File: config.mk
export PLATFORM = sky130hd
export DESIGN_NAME = regfile_mp
export DESIGN_NICKNAME = d
export VERILOG_FILES = /design/src/rtl/regfile_mp.sv
export SDC_FILE = /design/constraint.sdc
export NUM_CORES = 2
export LEC_CHECK = 0
export BUFFER_PORTS_ARGS = -buffer_cell sky130_fd_sc_hd__buf_2
export CORE_ASPECT_RATIO = 0.7
export CORE_MARGIN = 3
export CORE_UTILIZATION = 53
export DETAILED_ROUTE_END_ITERATION = 7
export PLACE_DENSITY = 0.79
export RECOVER_POWER = 100
export SETUP_SLACK_MARGIN = 0.3
export SYNTH_ARGS = -nofsm -noshare
export SYNTH_HDL_FRONTEND = slang
export SYNTH_SLANG_ARGS = --single-unit
File: constraint.sdc
create_clock -name clock -period 30.1 [get_ports clock]
set_clock_uncertainty 0.15 [all_clocks]
set_input_delay 3.01 -clock clock [delete_from_list [all_inputs] [get_ports clock]]
set_output_delay 3.01 -clock clock [all_outputs]
set_load 0.01 [all_outputs]
File: src/rtl/regfile_mp.sv
// Multi-read-port register file with hardwired x0 and pending-write scoreboard.
// Optional write-through read bypass when RF_BYPASS_EN is defined.
module regfile_mp #(
   parameter int XLEN   = 32,
   parameter int NREGS  = 32,
   parameter int NUM_RD = 2
) (
   input  logic                   clock,
   input  logic                   reset,
   input  logic [NUM_RD*$clog2(NREGS)-1:0] raddr,
   output logic [NUM_RD*XLEN-1:0] rdata,
   output logic [NUM_RD-1:0]      rbusy,
   input  logic                   RegWrite,
   input  logic [$clog2(NREGS)-1:0] RD,
   input  logic [XLEN-1:0]        WriteData,
   input  logic                   busy_set,
   input  logic [$clog2(NREGS)-1:0] busy_rd,
   output logic [NREGS-1:0]       busy_vec
);

   localparam int AW = $clog2(NREGS);

   logic [XLEN-1:0]  rf [NREGS];
   logic [NREGS-1:0] busy;
   logic [NREGS-1:0] busy_nxt;
   logic             wr_en;

   assign wr_en = RegWrite && (RD != '0);

   // Issue set is applied after writeback clear so a same-register pair ends pending.
   always_comb begin
      busy_nxt = busy;
      if (RegWrite)
         busy_nxt[RD] = 1'b0;
      if (busy_set)
         busy_nxt[busy_rd] = 1'b1;
      busy_nxt[0] = 1'b0;
   end

   always_ff @(posedge clock or posedge reset) begin
      if (reset) begin
         for (int i = 0; i < NREGS; i++)
            rf[i] <= '0;
         busy <= '0;
      end else begin
         if (wr_en)
            rf[RD] <= WriteData;
         busy <= busy_nxt;
      end
   end

   assign busy_vec = busy;

   for (genvar p = 0; p < NUM_RD; p++) begin : g_rd
      logic [AW-1:0] addr;
      logic          hit;

      assign addr = raddr[p*AW +: AW];

`ifdef RF_BYPASS_EN
      assign hit = wr_en && (addr == RD);
`else
      assign hit = 1'b0;
`endif

      assign rdata[p*XLEN +: XLEN] = (addr == '0) ? '0 :
                                     hit ? WriteData : rf[addr];
      // A forwarded result is no longer pending unless re-issued this cycle.
      assign rbusy[p] = hit ? (busy_set && (busy_rd == addr)) : busy[addr];
   end

endmodule

==> results_dict.tcl <==
set metrics [dict create \
    syn2layout_area_growth_pct 8.24 \
    synthTopCellsByCount "dfrtp_1, mux2_2, mux4_2, clkbuf_1, buf_2" \
    grt_setup_unrepaired "false" \
    synth_top_flop_cell "dfrtp_1" \
    ys_types 36 \
    tns_ns 0 \
    synth.most_common_cell "dfrtp_1" \
    ctsResizeCount 0 \
    drive_gt1_share_pct 48.5 \
    ys_top_cells_by_area "dfrtp_1, mux2_2, mux4_2, mux2i_1, clkbuf_1" \
    root_buffer "clkbuf_16" \
    final_cell_area_sq_um 60600 \
    min_to "rf[1019]$_DFFE_PP0P_" \
    grt_pass1_vias 37400 \
    slowest_delay_ns 6.44 \
    yosysTopAreaCell "dfrtp_1" \
    antenna_found_initial 11 \
    finalNetCount 3701 \
    clock_latency_ns 0.67 \
    min_period_over_period_pct 55.1 \
    ff2ff_path_depth 1 \
    post-dp-hpwl_mm 96.1 \
    yosys_warnings 0 \
    holdPathStages 0 \
    viasPerCell 7.24 \
    nFillCells 7997 \
    min_period_ns 16.58 \
    p_leak_nw 25.6 \
    dp_cells 4957 \
    violations "capacitance limit, slew limit" \
    clock_path_buffers 3 \
    setup_viol 0 \
    route.detailed.drc 0 \
    cts_inserted_buffers 100 \
    p_switching_mw 1.13 \
    grt_pass1_wl_mm 257 \
    clkSinkCount 1055 \
    cp-start-kind "input pin" \
    synth_seq_cells 1055 \
    io_pins 154 \
    instances_no_fill 5147 \
    postSynthAreaPerCell_sq_um 14.9 \
    layout.area.seq_sq_um 26400 \
    ys_seq_area_share_pct 47.2 \
    placed_area_sq_um 57500 \
    synth_top_area_share_pct 47.2 \
    wl_mm 174 \
    die_y_microns 278 \
    holdWs_ns 0.244 \
    crit_top_cell "clkbuf_1" \
    seq_power_share_pct 47.1 \
    die_area_sq_um 110000 \
    crit_chain "buf_2 > clkinvlp_2 > clkbuf_1 > clkbuf_1 > clkbuf_1" \
    arrival_ns 16.41 \
    ant_nets 0 \
    hold_path.class "flip-flop to flip-flop" \
    maxCapViolCount 48 \
    min_from "rf[1019]$_DFFE_PP0P_" \
    hold_viol_final 0 \
    first_iter_violations 4920 \
    dr.pass1.iters 6 \
    cp_data_required_time_ns 29.93 \
    p_clk_share_pct 32.5 \
    wire_per_inst_microns 33.7 \
    dp_slack_ns 20.37 \
    htreeDepth 3 \
    comb_power_share_pct 20.5 \
    multi_input_area_sq_um 27800 \
    gr-total-overflow 0 \
    async_flop_share_pct 100 \
    vias 37300 \
    max_slew.worst_pin.slew_ns 8.96 \
    start_util_pct 53.6 \
    relSlewSlack_pct -497 \
    netlist_instances 3746 \
    die_w_microns 394 \
    worstSetupEndpointType "async pin" \
    rrSetupSlack_ns 29.10 \
    cts_setup_buffers 0 \
    critPathKind "input pin to async pin" \
    outcome "complete, but fails checks" \
    power_switching_share_pct 27.8 \
    synth-edff-count 0 \
    slew_violations 1859 \
    place.gp.congestion 0.842 \
    fmax_mhz 60.3 \
    port_buffers 152 \
    crit_path_max_fanout 167 \
    r2r-end "rf[441]$_DFFE_PP0P_" \
    grt_max_degree 183 \
    synthesis.nets 3802 \
    core_sq_um 104000 \
    grt_usage_pct 31.6 \
    vdd_drop_max_uv 58.3 \
    setup_ws_ns 13.52 \
    syn_area_sq_um 55900 \
    cts_tree "done" \
    p_per_area_nw_per_um2 66.9 \
    r2r-start "rf[441]$_DFFE_PP0P_" \
    rows 99 \
    clk_pin_slew_worst_paths_ns 0.06 \
    p_int_mw 2.92 \
    slowest_stage "clkbuf_1" \
    cts_hold_buffers 0 \
]
metrics by stage:
step	util (%)	power, mW
finish	58.0	4.05
global route	58.0	4.20
CTS	58.3	4.04
detailed placement	55.1	2.74
global placement	55.1	2.70
floorplan	-	2.51
registers in the layout, indices dropped and copies added, names as in the netlist:
name,flops
busy_vec,31
rf,1024
layer usage:
metal  track usage (%)  part of all wire [%]  wire, microns
met5                 0                0.0052              9
met4              12.6                   4.5           7830
met3              9.42                    13          22600
met2              45.5                    44          75800
met1              45.2                    39          67300
power groups by stage:
stage	Clock, mW	Sequential (mW)	Combinational [mW]
2_1_floorplan	0	1.85	0.653
6_report	1.31	1.91	0.829
3_3_place_gp	0	1.89	0.802
3_5_place_dp	0	1.91	0.826
4_1_cts	1.32	1.89	0.830
5_1_grt	1.38	1.94	0.884
critical path: cells and delay by family:
kind	cells	cell delay (ns)
buffers and inverters	5	13.08
cell families (layout without fill, tap and decap cells):
family | after synthesis | count (layout) | share of synthesized area, %
flops | 1055 | 1055 | 47.2
other cells | 1 | 10 | 0.00670
mux | 1654 | 1654 | 42.4
buf+inv | 441 | 419 | 3.42
compound gates | 418 | 418 | 5.29
simple gates | 177 | 177 | 1.71
placed cells by master, fill, tap and decap left out, types with 9 or more instances in the layout:
cell       Yosys  routed
a211oi_1      64      64
a221oi_1      49      49
a22o_1        15      15
a22oi_1       64      64
a311oi_1      64      64
buf_2        149      55
buf_4         15      35
bufinv_16      0       9
clkbuf_1     225     155
clkbuf_16      0     100
clkbuf_8       0      21
clkinv_2       0      19
dfrtp_1     1055    1055
diode_2        0       9
mux2_1        10      12
mux2_2      1048    1046
mux2i_1      130     130
mux4_2       466     466
nand2_1       47      47
nor2_4         0      17
nor2b_1       68      64
o2111ai_1     15      15
o21ai_0      145     145
worst max-delay path by stage:
| stage | start | endpoint | depth (start not counted) |
|---|---|---|---|
| floorplan | reset | busy_vec[10]$_DFF_PP0_ | 1 |
| global placement | raddr[1] | rdata[23] | 8 |
| detailed placement | raddr[1] | rdata[15] | 8 |
| CTS | raddr[1] | rdata[15] | 8 |
| global route | reset | rf[596]$_DFFE_PP0P_ | 5 |
| finish | reset | rf[630]$_DFFE_PP0P_ | 5 |
layout make-up:
| class | count | area share, % |
|---|---|---|
| Sequential cell | 1055 | 43.6 |
| Antenna cell | 9 | 0.0372 |
| Clock buffer | 140 | 4.73 |
| Tap cell | 1414 | 2.92 |
| Multi-Input combinational cell | 2250 | 45.9 |
| Clock inverter | 41 | 0.822 |
| Timing Repair Buffer | 235 | 1.97 |
| Inverter | 3 | 0.0289 |
Note: power is estimated with default switching activity, not from simulation.
